===== src/rtl/vpg_pkg.sv =====
// Shared types and helpers for the video pattern generator: pattern modes,
// the colour-bar flag table and the frame-total calculation.
package vpg_pkg;

  typedef enum logic [1:0] {
    VPG_COLORBAR = 2'd0,
    VPG_RAMP     = 2'd1,
    VPG_GRID     = 2'd2,
    VPG_SOLID    = 2'd3
  } vpg_mode_e;

  // Bar colours as {R,G,B} on/off flags, SMPTE-style order left to right.
  function automatic logic [2:0] bar_flags(input logic [2:0] idx);
    logic [2:0] f;
    case (idx)
      3'd0:    f = 3'b111;
      3'd1:    f = 3'b110;
      3'd2:    f = 3'b011;
      3'd3:    f = 3'b010;
      3'd4:    f = 3'b101;
      3'd5:    f = 3'b100;
      3'd6:    f = 3'b001;
      default: f = 3'b000;
    endcase
    return f;
  endfunction

  function automatic int calc_total(input int sync_w, input int bp_w,
                                    input int active_w, input int fp_w);
    return sync_w + bp_w + active_w + fp_w;
  endfunction

endpackage


===== src/rtl/vpg_timing.sv =====
// Raster timing: h/v counters, sync/de decode and active x/y, registered once.
// Counter-domain strobes are exported so a consumer can align its own logic.
module vpg_timing
  import vpg_pkg::*;
#(
  parameter int H_ACTIVE = 1280,
  parameter int H_FP     = 110,
  parameter int H_SYNC   = 40,
  parameter int H_BP     = 220,
  parameter int V_ACTIVE = 720,
  parameter int V_FP     = 5,
  parameter int V_SYNC   = 5,
  parameter int V_BP     = 20,
  parameter bit HS_POL   = 1'b1,
  parameter bit VS_POL   = 1'b1
) (
  input  logic        clk,
  input  logic        rst_n,
  output logic        frame_tick,
  output logic        act_first,
  output logic        act_en,
  output logic        hs,
  output logic        vs,
  output logic        de,
  output logic [10:0] xpos,
  output logic [10:0] ypos,
  output logic        frame_start
);

  localparam int H_TOTAL = calc_total(H_SYNC, H_BP, H_ACTIVE, H_FP);
  localparam int V_TOTAL = calc_total(V_SYNC, V_BP, V_ACTIVE, V_FP);
  localparam int HW      = $clog2(H_TOTAL);
  localparam int VW      = $clog2(V_TOTAL);
  localparam int H_START = H_SYNC + H_BP;
  localparam int H_END   = H_START + H_ACTIVE;
  localparam int V_START = V_SYNC + V_BP;
  localparam int V_END   = V_START + V_ACTIVE;

  if (H_ACTIVE > 2047 || V_ACTIVE > 2047) begin : g_bad_active
    $error("vpg_timing: active area exceeds the 11-bit position range");
  end

  logic [HW-1:0] h_cnt;
  logic [VW-1:0] v_cnt;
  logic          h_wrap;
  logic          v_wrap;
  logic          h_act;
  logic          v_act;

  assign h_wrap     = (int'(h_cnt) == H_TOTAL - 1);
  assign v_wrap     = (int'(v_cnt) == V_TOTAL - 1);
  assign h_act      = (int'(h_cnt) >= H_START) && (int'(h_cnt) < H_END);
  assign v_act      = (int'(v_cnt) >= V_START) && (int'(v_cnt) < V_END);
  assign act_en     = h_act && v_act;
  assign act_first  = act_en && (int'(h_cnt) == H_START);
  assign frame_tick = (h_cnt == '0) && (v_cnt == '0);

  always_ff @(posedge clk or negedge rst_n) begin
    if (!rst_n) begin
      h_cnt <= '0;
      v_cnt <= '0;
    end else if (h_wrap) begin
      h_cnt <= '0;
      v_cnt <= v_wrap ? '0 : v_cnt + 1'b1;
    end else begin
      h_cnt <= h_cnt + 1'b1;
    end
  end

  // v_cnt only moves on the h wrap, so vs naturally changes at h_cnt==0.
  always_ff @(posedge clk or negedge rst_n) begin
    if (!rst_n) begin
      hs          <= ~HS_POL;
      vs          <= ~VS_POL;
      de          <= 1'b0;
      xpos        <= '0;
      ypos        <= '0;
      frame_start <= 1'b0;
    end else begin
      hs          <= (int'(h_cnt) < H_SYNC) ? HS_POL : ~HS_POL;
      vs          <= (int'(v_cnt) < V_SYNC) ? VS_POL : ~VS_POL;
      de          <= act_en;
      xpos        <= act_en ? 11'(h_cnt) - 11'(H_START) : '0;
      ypos        <= act_en ? 11'(v_cnt) - 11'(V_START) : '0;
      frame_start <= frame_tick;
    end
  end

endmodule


===== src/rtl/video_pattern_gen.sv =====
// Video timing plus run-time selectable test pattern, mode latched per frame.
// Define VPG_SCROLL_EN to scroll colorbar/ramp left one pixel per frame.
module video_pattern_gen
  import vpg_pkg::*;
#(
  parameter int H_ACTIVE   = 1280,
  parameter int H_FP       = 110,
  parameter int H_SYNC     = 40,
  parameter int H_BP       = 220,
  parameter int V_ACTIVE   = 720,
  parameter int V_FP       = 5,
  parameter int V_SYNC     = 5,
  parameter int V_BP       = 20,
  parameter bit HS_POL     = 1'b1,
  parameter bit VS_POL     = 1'b1,
  parameter int PIX_W      = 8,
  parameter int NUM_BARS   = 8,
  parameter int GRID_SHIFT = 4
) (
  input  logic               pixel_clk,
  input  logic               sys_rst_n,
  input  logic [1:0]         mode,
  input  logic [3*PIX_W-1:0] solid_rgb,
  output logic               video_hs,
  output logic               video_vs,
  output logic               video_de,
  output logic [3*PIX_W-1:0] video_rgb,
  output logic [10:0]        pixel_xpos,
  output logic [10:0]        pixel_ypos,
  output logic               frame_start
);

  localparam int BAR_W = H_ACTIVE / NUM_BARS;
  localparam int PW    = (BAR_W > 1) ? $clog2(BAR_W) : 1;
  localparam int IW    = (NUM_BARS > 1) ? $clog2(NUM_BARS) : 1;

  if (H_ACTIVE % NUM_BARS != 0) begin : g_bad_bars
    $error("video_pattern_gen: H_ACTIVE must be a multiple of NUM_BARS");
  end

  logic        frame_tick;
  logic        act_first;
  logic        act_en;
  logic        s1_hs;
  logic        s1_vs;
  logic        s1_de;
  logic [10:0] s1_x;
  logic [10:0] s1_y;
  logic        s1_fs;

  vpg_timing #(
    .H_ACTIVE(H_ACTIVE), .H_FP(H_FP), .H_SYNC(H_SYNC), .H_BP(H_BP),
    .V_ACTIVE(V_ACTIVE), .V_FP(V_FP), .V_SYNC(V_SYNC), .V_BP(V_BP),
    .HS_POL(HS_POL), .VS_POL(VS_POL)
  ) u_timing (
    .clk        (pixel_clk),
    .rst_n      (sys_rst_n),
    .frame_tick (frame_tick),
    .act_first  (act_first),
    .act_en     (act_en),
    .hs         (s1_hs),
    .vs         (s1_vs),
    .de         (s1_de),
    .xpos       (s1_x),
    .ypos       (s1_y),
    .frame_start(s1_fs)
  );

  vpg_mode_e         mode_q;
  logic [PW-1:0]     bar_pix;
  logic [IW-1:0]     bar_idx;
  logic [PW-1:0]     start_pix;
  logic [IW-1:0]     start_idx;
  logic [10:0]       eff_x;
  logic [2:0]        bar_on;
  logic              grid_on;
  logic [3*PIX_W-1:0] pat;

  // Sampled on the frame's first counter cycle, so a whole frame uses one mode.
  always_ff @(posedge pixel_clk or negedge sys_rst_n) begin
    if (!sys_rst_n) mode_q <= VPG_COLORBAR;
    else if (frame_tick) mode_q <= vpg_mode_e'(mode);
  end

`ifdef VPG_SCROLL_EN
  logic [10:0]   frame_cnt;
  logic [PW-1:0] pre_pix;
  logic [IW-1:0] pre_idx;
  logic [11:0]   x_sum;

  // pre_pix/pre_idx track frame_cnt as a bar position, avoiding a divider.
  always_ff @(posedge pixel_clk or negedge sys_rst_n) begin
    if (!sys_rst_n) begin
      frame_cnt <= '0;
      pre_pix   <= '0;
      pre_idx   <= '0;
    end else if (frame_tick) begin
      frame_cnt <= (int'(frame_cnt) == H_ACTIVE - 1) ? '0 : frame_cnt + 1'b1;
      if (int'(pre_pix) == BAR_W - 1) begin
        pre_pix <= '0;
        pre_idx <= (int'(pre_idx) == NUM_BARS - 1) ? '0 : pre_idx + 1'b1;
      end else begin
        pre_pix <= pre_pix + 1'b1;
      end
    end
  end

  assign x_sum     = {1'b0, s1_x} + {1'b0, frame_cnt};
  assign eff_x     = (int'(x_sum) >= H_ACTIVE) ? 11'(x_sum - 12'(H_ACTIVE)) : x_sum[10:0];
  assign start_pix = pre_pix;
  assign start_idx = pre_idx;
`else
  assign eff_x     = s1_x;
  assign start_pix = '0;
  assign start_idx = '0;
`endif

  // Bar position of the pixel currently held in stage 1.
  always_ff @(posedge pixel_clk or negedge sys_rst_n) begin
    if (!sys_rst_n) begin
      bar_pix <= '0;
      bar_idx <= '0;
    end else if (act_first) begin
      bar_pix <= start_pix;
      bar_idx <= start_idx;
    end else if (act_en) begin
      if (int'(bar_pix) == BAR_W - 1) begin
        bar_pix <= '0;
        bar_idx <= (int'(bar_idx) == NUM_BARS - 1) ? '0 : bar_idx + 1'b1;
      end else begin
        bar_pix <= bar_pix + 1'b1;
      end
    end
  end

  assign bar_on  = bar_flags(3'(bar_idx));
  assign grid_on = (s1_x[GRID_SHIFT-1:0] == '0) || (s1_y[GRID_SHIFT-1:0] == '0) ||
                   (int'(s1_x) == H_ACTIVE - 1) || (int'(s1_y) == V_ACTIVE - 1);

  always_comb begin
    pat = '0;
    unique case (mode_q)
      VPG_COLORBAR: pat = {{PIX_W{bar_on[2]}}, {PIX_W{bar_on[1]}}, {PIX_W{bar_on[0]}}};
      VPG_RAMP:     pat = {3{PIX_W'(eff_x)}};
      VPG_GRID:     pat = grid_on ? '1 : '0;
      VPG_SOLID:    pat = solid_rgb;
    endcase
  end

  always_ff @(posedge pixel_clk or negedge sys_rst_n) begin
    if (!sys_rst_n) begin
      video_hs    <= ~HS_POL;
      video_vs    <= ~VS_POL;
      video_de    <= 1'b0;
      video_rgb   <= '0;
      pixel_xpos  <= '0;
      pixel_ypos  <= '0;
      frame_start <= 1'b0;
    end else begin
      video_hs    <= s1_hs;
      video_vs    <= s1_vs;
      video_de    <= s1_de;
      video_rgb   <= s1_de ? pat : '0;
      pixel_xpos  <= s1_x;
      pixel_ypos  <= s1_y;
      frame_start <= s1_fs;
    end
  end

endmodule


===== config.mk =====
export PLATFORM = sky130hd
export DESIGN_NAME = video_pattern_gen
export DESIGN_NICKNAME = d
export VERILOG_FILES = /design/src/rtl/vpg_pkg.sv /design/src/rtl/vpg_timing.sv /design/src/rtl/video_pattern_gen.sv
export SDC_FILE = /design/constraint.sdc
export NUM_CORES = 1
export LEC_CHECK = 0
export ABC_CLOCK_PERIOD_IN_PS = 4500
export BUFFER_PORTS_ARGS = -buffer_cell sky130_fd_sc_hd__buf_2
export CAP_MARGIN = 10
export CORE_UTILIZATION = 60
export CTS_BUF_LIST = sky130_fd_sc_hd__clkbuf_4
export DETAILED_ROUTE_END_ITERATION = 7
export GPL_TIMING_DRIVEN = 1
export PLACE_DENSITY = 0.86
export SLEW_MARGIN = 20
export SYNTH_ARGS = -nofsm -noshare
export SYNTH_HDL_FRONTEND = slang
export SYNTH_SLANG_ARGS = --single-unit

===== constraint.sdc =====
create_clock -name pixel_clk -period 4.5 [get_ports pixel_clk]
set_input_delay 0 -clock pixel_clk [delete_from_list [all_inputs] [get_ports pixel_clk]]
set_output_delay 0 -clock pixel_clk [all_outputs]
set_load 0.005 [all_outputs]

==> results.json, run 1 <==
{
  "status": "finished clean",
  "core-area_sq_um": 7690,
  "ys_ff_latch": 110,
  "pwr_density_cell_nw_per_um2": 295,
  "post_drt_wl_per_cell_um": 17.1,
  "gr-total-overflow": 0,
  "drive_above_1_share": 0.221,
  "grt_max_degree": 60,
  "whs_ps": 146,
  "io_buffers": 77,
  "relSlewSlack": 0.314,
  "vias_per_cell": 5.75,
  "synth_area_leaders": "dfrtp_1, ha_1, a21oi_1, nand2_1, nor2_1",
  "place_congestion": 0.848,
  "synth_cell_type_count": 53,
  "die_w_um": 91.0,
  "layout_commonest_cell": "dfrtp_1",
  "peakVddDrop_mv": 0.169,
  "path_max_fanout": 29,
  "netlist_instances": 435,
  "report.final.slew_viol_count": 0,
  "layout.cells.non_filler": 637,
  "design.die.area_sq_um": 8290,
  "clock_latency_ps": 450,
  "clock-sinks": 110,
  "async_flop_share": 1.00,
  "grt_pass1_wl_um": 18000,
  "initial_core_util": 0.619,
  "wl_um": 10900,
  "arrival_ps": 3400,
  "num_vias": 3662,
  "yosysWarnings": 0,
  "dr.pass1.iters": 5,
  "finalInstanceArea_sq_um": 5640,
  "cts_tree": "done",
  "clockRootBuffer": "clkbuf_4",
  "fmaxAchievable_mhz": 328,
  "track_usage": 0.280,
  "end_kind": "flip-flop",
  "synthesis.nets": 481,
  "post_dp_cell_area_sq_um": 5180,
  "synth_top_area_frac": 0.579,
  "hold_viol_final": 0,
  "htree_levels": 3,
  "seq_area_frac_synth": 0.579,
  "fin_setup_tns_ps": 0,
  "antenna_found_initial": 0,
  "synth_top_flop_cell": "dfrtp_1",
  "critPathKind": "flip-flop to flip-flop",
  "avgSynthCellArea_sq_um": 10.9,
  "crit_slowest_cell": "o311ai_0",
  "grt_pass1_vias": 3760,
  "skew_ps": 20.1,
  "hp-class": "input port to async pin",
  "route.antenna.remaining_nets": 0,
  "clockBufferDepth": 2,
  "post-cts-setup-buffers": 0,
  "min_period_ps": 3050,
  "nNetsFinal": 577,
  "worst_slack_ps": 1450,
  "place_worst_setup_slack_ps": 1170,
  "cpPeakStageDelay_ps": 790,
  "die_height_um": 91.0,
  "drcViolationCount": 0,
  "crit_required_ps": 4850,
  "layout_common_cells": "dfrtp_1, buf_2, nand2_1",
  "path_cells": "o311ai_0 -> nand4_1 -> o211ai_1 -> or2_2 -> inv_1 -> a32o_1",
  "io_pins": 78,
  "synth_edf_count": 0,
  "leakagePower_uw": 0.00285,
  "clk_pin_slew_ps": 160,
  "fp-row-count": 32,
  "tightest_slew_ps": 1030,
  "first_iter_violations": 266,
  "ctsResizeCount": 0,
  "yosysTopAreaCell": "dfrtp_1",
  "cts_buffers": 9,
  "setup_viol": 0,
  "syn_area_sq_um": 4760,
  "rsz0062_at_grt": "no",
  "syn2layout_area_growth_pct": 18.6,
  "cap_violations": 0,
  "dpl.cell_count": 595,
  "diodes": 0,
  "cp-start-kind": "flip-flop",
  "hpwl_um": 6940,
  "period_share": 0.677
}
synth_stat cells, types with 2 or more instances:
cell type    n
nor2_1      39
o41ai_1      3
nand2b_1     5
a32o_1       3
a211o_1      2
and4_1       2
mux2i_1      2
nor4_1       6
o31ai_2      2
buf_1        3
nor3b_1      2
nor4b_1      2
xnor2_1     10
nor2_2       8
nor2b_1      2
nand4b_1     3
dfrtp_1    110
nand2_1     44
o211ai_1     2
a21o_1       2
xor2_1      16
nand4_1     12
or3_1        2
a21oi_2      2
a21oi_1     34
o31ai_1      4
ha_1        18
o21ai_0     10
nor3_1      10
buf_6        5
mux2_2       4
and2_1       5
or4_1        4
and3_1       5
nand3_1     10
clkbuf_1    15
inv_1       11
critical path, delay by kind of cell, from the launching register on:
family,cells,cell delay (ps)
and+or+nand+nor,2,810
AOI/OAI and AO/OA,3,1440
DFF,1,510
buffers and inverters,1,190
where the power goes:
group	leakage, uW	switching (uW)	internal (uW)	total, uW
clock network	0.0000985	320	286	605
logic	0.00124	38.7	28.4	67.1
registers	0.00151	1.92	990	992
area by class of cell:
type / count / area [sq um]
clock buffer: 9 / 67.6
clock inverter: 6 / 119
fill: 518 / 2050
inverter: 12 / 45.0
multi-input combinational: 289 / 1830
sequential: 110 / 2750
tap: 102 / 128
timing repair buffer: 109 / 696
flip-flops by register name, indices dropped and copies added (netlist names), 2 cells and up:
| signal | cells |
|---|---|
| video_rgb | 24 |
| pixel_xpos | 11 |
| pixel_ypos | 11 |
| u_timing.h_cnt | 11 |
| u_timing.xpos | 11 |
| u_timing.ypos | 11 |
| u_timing.v_cnt | 10 |
| bar_pix | 8 |
| bar_idx | 3 |
| mode_q | 2 |
logic make-up after synthesis:
| group | count (synthesis) | synth area share |
|---|---|---|
| AND/OR/NAND/NOR | 167 | 0.179 |
| flip-flops | 110 | 0.579 |
| AO/OA/AOI/OAI | 72 | 0.0960 |
| buffers and inverters | 36 | 0.0371 |
| XOR/XNOR | 26 | 0.0479 |
| adder cells (fa/ha/maj) | 18 | 0.0473 |
| multiplexers | 6 | 0.0137 |
through the flow:
step | power (uW) | util
6_report | 1660 | 0.734
5_1_grt | 1720 | 0.734
4_1_cts | 1670 | 0.734
3_5_place_dp | 1060 | 0.674
3_3_place_gp | 1050 | 0.674
2_1_floorplan | 1020 | -
worst paths after layout:
check / startpoint / to / depth (start not counted) / slack (ps)
worst max-delay path: u_timing.v_cnt[2] / bar_pix[3] / 6 / 1450
worst min-delay path: sys_rst_n / pixel_ypos[1] / 2 / 150
worst max register to register: u_timing.v_cnt[2] / bar_pix[3] / 6 / 1450
worst min register to register: u_timing.vs / video_vs / 0 / 380
max in group asynchronous: sys_rst_n / pixel_xpos[7] / 3 / 3230
min in group pixel_clk: solid_rgb[14] / video_rgb[14] / 4 / 310
per-layer routing:
| metal | global-route usage | wire length, um |
|---|---|---|
| met5 | 0 | 0 |
| met4 | 0.147 | 362 |
| met3 | 0.0486 | 556 |
| met2 | 0.490 | 5630 |
| met1 | 0.329 | 4360 |
timing repair:
item,4_1_cts,5_1_grt
hold endpoints to repair,84,0
hold buffers,27,0
endpoints found under the setup margin,0,0
(Power assumes the default switching activity.)
==> inputs of run 2 (changes only) <==
- ABC_CLOCK_PERIOD_IN_PS: 4500 -> 3150
- CORE_UTILIZATION: 60 -> 58
- PLACE_DENSITY: 0.86 -> 0.84
- clock period: 4.5 -> 3.15 ns (I/O delays scaled with it)
==> results.json, run 2 (synthesis results as in run 1) <==
{
  "leakagePower_uw": 0.00285,
  "report.final.slew_viol_count": 0,
  "path_cells": "or4_4 -> o31ai_1 -> a32o_1 -> or2_1 -> inv_1 -> a32o_1",
  "comb_power_share": 0.044,
  "cpPeakStageDelay_ps": 610,
  "relSlewSlack": 0.461,
  "cts_buffers": 9,
  "p_sw_uw": 499,
  "core-area_sq_um": 7850,
  "vias_per_cell": 5.69,
  "gr-usage-met3": 0.0411,
  "rsz0062_at_grt": "no",
  "min_period_ps": 2780,
  "clockBufferDepth": 2,
  "design.die.area_sq_um": 8570,
  "peakVddDrop_mv": 0.209,
  "hpwl_um": 7030,
  "post_drt_wl_per_cell_um": 16.3,
  "busiest_layer": "met2",
  "dpl.cell_count": 603,
  "cp_common_cell": "a32o_1",
  "ctsHoldBuffers": 27,
  "arrival_ps": 3150,
  "clk_pin_slew_ps": 160,
  "largest_reg_flops": 24,
  "die_w_um": 92.6,
  "setup_viol": 0,
  "final_util": 0.717,
  "route.antenna.remaining_nets": 0,
  "syn2layout_area_growth_pct": 18.3,
  "htree_levels": 3,
  "pwr_density_cell_nw_per_um2": 377,
  "use_met2": 0.452,
  "fmaxAchievable_mhz": 359,
  "wl_um": 10500,
  "initial_core_util": 0.606,
  "drcViolationCount": 0,
  "diodes": 0,
  "share_seq_of_total_power": 0.667,
  "first_iter_violations": 264,
  "cts_tree": "done",
  "layout_commonest_cell": "dfrtp_1",
  "track_usage": 0.266,
  "fin_setup_tns_ps": 0,
  "cap_violations": 0,
  "clock_latency_ps": 460,
  "place_congestion": 0.842,
  "crit_required_ps": 3510,
  "layout_common_cells": "dfrtp_1, buf_2, nand2_1",
  "hold_viol_final": 0,
  "grt_pass1_wl_um": 17400,
  "num_vias": 3668,
  "drive_above_1_share": 0.228,
  "top_register": "video_rgb",
  "met1_usage": 0.331,
  "end_kind": "flip-flop",
  "antenna_found_initial": 0,
  "status": "finished clean",
  "tightest_slew_ps": 809,
  "switching_share": 0.235,
  "hp-class": "input port to async pin",
  "grt_max_degree": 94,
  "io_buffers": 77,
  "fp-row-count": 32,
  "power_uw": 2120,
  "post-cts-setup-buffers": 0,
  "crit_slowest_cell": "or2_1",
  "nNetsFinal": 585,
  "clkPwrFrac": 0.289,
  "ctsResizeCount": 0,
  "die_height_um": 92.6,
  "cp-start-kind": "flip-flop",
  "grt_pass1_vias": 3728,
  "period_share": 0.883,
  "layout.cells.non_filler": 645,
  "dr.pass1.iters": 5,
  "power.internal_uw": 1620,
  "fillCellCount": 524,
  "clockRootBuffer": "clkbuf_4",
  "path_max_fanout": 19,
  "gr-total-overflow": 0,
  "skew_ps": 16.8,
  "io_pins": 78,
  "critPathKind": "flip-flop to flip-flop",
  "clock-sinks": 110
}
-- run 2: changes by cell type in the layout (fill, tap and decap cells not counted), sizes merged --
cell / change
buf: +8
bufinv: -3
clkbuf: +1
clkinv: +1
clkinvlp: +1
-- run 2: layout make-up --
cell class / count / area, sq um / area share
clock buffers: 10 / 75.1 / 0.0133
clock inverters: 5 / 33.8 / 0.00600
inverters: 12 / 45.0 / 0.00800
multi-input cells: 289 / 1830 / 0.326
flip-flops and latches: 110 / 2750 / 0.489
well taps: 102 / 128 / 0.0227
repair buffers: 117 / 759 / 0.135
-- run 2: worst paths after layout --
kind	start	end	slack, ps	cells after the start
worst min-delay path	sys_rst_n	mode_q[0]	170	2
worst min register to register	u_timing.vs	video_vs	370	0
worst max-delay path	u_timing.h_cnt[4]	bar_pix[5]	370	6
worst max register to register	u_timing.h_cnt[4]	bar_pix[5]	370	6
max in group asynchronous	sys_rst_n	u_timing.ypos[10]	2250	3
min in group pixel_clk	mode[1]	mode_q[1]	300	3
-- run 2: per-stage QoR --
step	hold slack (ps)	cell area (sq um)	setup slack [ps]
finish	166	5630	368
floorplan	-296	4760	595
CTS	279	5620	369
detailed placement	240	5250	397
global route	216	5630	149
global placement	236	5250	475
-- run 2: worst max-delay path, delay by kind of cell, from the launching register on --
kind | cells | cell delay [ps]
flip-flops | 1 | 520
AND/OR/NAND/NOR | 2 | 1200
buffers and inverters | 1 | 190
AO/OA/AOI/OAI | 3 | 790
-- run 2: power groups by stage --
| stage | Combinational, uW | Sequential, uW | Clock [uW] |
|---|---|---|---|
| CTS | 92.3 | 1420 | 623 |
| detailed placement | 66.7 | 1440 | 0 |
| floorplan | 17.6 | 1440 | 0 |
| global placement | 63.9 | 1440 | 0 |
| global route | 106 | 1420 | 677 |
| finish | 94.0 | 1420 | 613 |
-- run 2: layer usage --
layer | wire length [um] | part of all wire
met5 | 0 | 0
met4 | 320 | 0.030
met1 | 4320 | 0.41
met3 | 561 | 0.053
met2 | 5310 | 0.50
==> inputs of run 3 (changes only) <==
==> constraint.sdc (replaced) <==
create_clock -name pixel_clk -period 3.15 [get_ports pixel_clk]
set_input_delay 0.1575 -clock pixel_clk [delete_from_list [all_inputs] [get_ports pixel_clk]]
set_output_delay 0.1575 -clock pixel_clk [all_outputs]
set_load 0.005 [all_outputs]
==> results.json, run 3 (synthesis results as in run 1) <==
{
  "status": "finished clean",
  "ctsHoldBuffers": 27,
  "rsz0062_at_grt": "no",
  "relSlewSlack": 0.485,
  "fillCellCount": 507,
  "cp.buffers_inverters": 2,
  "clock-sinks": 110,
  "path_max_fanout": 29,
  "die_w_um": 92.6,
  "clockRootBuffer": "clkbuf_4",
  "syn2layout_area_growth_pct": 18.4,
  "pwr_density_cell_nw_per_um2": 383,
  "grt_pass1_vias": 3615,
  "largest_reg_flops": 24,
  "diodes": 0,
  "dr.pass1.iters": 4,
  "busiest_layer": "met2",
  "fin_setup_tns_ps": 0,
  "comb_power_share": 0.044,
  "gr-total-overflow": 0,
  "fmaxAchievable_mhz": 351,
  "layout_commonest_cell": "dfrtp_1",
  "gr-usage-met3": 0.0501,
  "core-area_sq_um": 7850,
  "cts_tree": "done",
  "switching_share": 0.245,
  "nNetsFinal": 583,
  "grt_pass1_wl_um": 17700,
  "layout_common_cells": "dfrtp_1, buf_2, nand2_1",
  "clock_latency_ps": 460,
  "min_period_ps": 2850,
  "cp-start-kind": "flip-flop",
  "end_kind": "flip-flop",
  "cts_buffers": 9,
  "cp_common_cell": "a32o_1",
  "drive_above_1_share": 0.227,
  "track_usage": 0.272,
  "clkPwrFrac": 0.300,
  "vias_per_cell": 5.59,
  "dpl.cell_count": 601,
  "leakagePower_uw": 0.00285,
  "setup_viol": 0,
  "post-cts-setup-buffers": 0,
  "tightest_slew_ps": 773,
  "io_pins": 78,
  "htree_levels": 3,
  "p_sw_uw": 529,
  "die_height_um": 92.6,
  "use_met2": 0.475,
  "hp-class": "input port to async pin",
  "fp-row-count": 32,
  "cpPeakStageDelay_ps": 590,
  "critPathKind": "flip-flop to flip-flop",
  "power.internal_uw": 1630,
  "route.antenna.remaining_nets": 0,
  "top_register": "video_rgb",
  "clk_pin_slew_ps": 180,
  "share_seq_of_total_power": 0.657,
  "crit_slowest_cell": "or4_4",
  "met1_usage": 0.339,
  "wl_um": 10800,
  "arrival_ps": 3210,
  "num_vias": 3600,
  "peakVddDrop_mv": 0.173,
  "design.die.area_sq_um": 8570,
  "first_iter_violations": 156,
  "io_buffers": 77,
  "antenna_found_initial": 0,
  "crit_required_ps": 3510,
  "ctsResizeCount": 0,
  "hpwl_um": 7050,
  "skew_ps": 22.5,
  "report.final.slew_viol_count": 0,
  "cp_top_family": "compound AO/OA/AOI/OAI gates",
  "post_drt_wl_per_cell_um": 16.8,
  "grt_max_degree": 89,
  "clockBufferDepth": 2,
  "final_util": 0.718,
  "path_cells": "or4_4 -> o31ai_1 -> a32o_1 -> or2_1 -> buf_4 -> inv_1 -> a32o_1",
  "drcViolationCount": 0,
  "layout.cells.non_filler": 644,
  "hold_viol_final": 0,
  "place_congestion": 0.841,
  "cap_violations": 0,
  "whs_ps": 312,
  "period_share": 0.904,
  "initial_core_util": 0.606
}
==> run 3: changes by cell type in the layout (fill, tap and decap cells not counted) <==
cell	change
clkinv_4	+3
clkbuf_4	-1
buf_4	-2
clkinvlp_4	-1
clkinv_8	+1
inv_6	-1
==> run 3: worst paths after layout <==
path | start | end | slack [ps] | depth (start not counted)
max reg2reg | u_timing.h_cnt[4] | bar_pix[3] | 300 | 7
min in group pixel_clk | u_timing.xpos[8] | pixel_xpos[8] | 370 | 0
max in group asynchronous | sys_rst_n | video_rgb[11] | 2020 | 3
min reg2reg | u_timing.xpos[8] | pixel_xpos[8] | 370 | 0
min | sys_rst_n | pixel_xpos[1] | 310 | 2
max | u_timing.h_cnt[4] | bar_pix[3] | 300 | 7
==> run 3: power groups by stage <==
stage | registers, uW | clock network, uW | logic (uW)
after floorplan | 1440 | 0 | 17.6
after global placement | 1440 | 0 | 63.7
after detailed placement | 1440 | 0 | 66.2
after CTS | 1420 | 659 | 92.0
after global routing | 1420 | 726 | 106
final | 1420 | 646 | 94.4
==> run 3: final cells by class <==
type	instances	area [sq um]	area share
Multi-Input combinational cell	289	1830	0.326
Timing Repair Buffer	115	744	0.132
Clock inverter	7	60.1	0.0107
Clock buffer	9	67.6	0.0120
Tap cell	102	128	0.0227
Inverter	12	45.0	0.00800
Sequential cell	110	2750	0.489
==> run 3: metrics by stage <==
step	worst slack, ps	power, uW	cell area, sq um
3_3_place_gp	426	1510	5230
5_1_grt	152	2250	5630
6_report	302	2160	5630
3_5_place_dp	357	1510	5230
4_1_cts	313	2170	5630
2_1_floorplan	595	1460	4760
==> run 3: layer usage <==
metal | vias up | routed length, um
met5 | - | 0
met4 | 0 | 194
met3 | 18 | 439
met2 | 117 | 5590
met1 | 1759 | 4570
li1 | 1706 | -
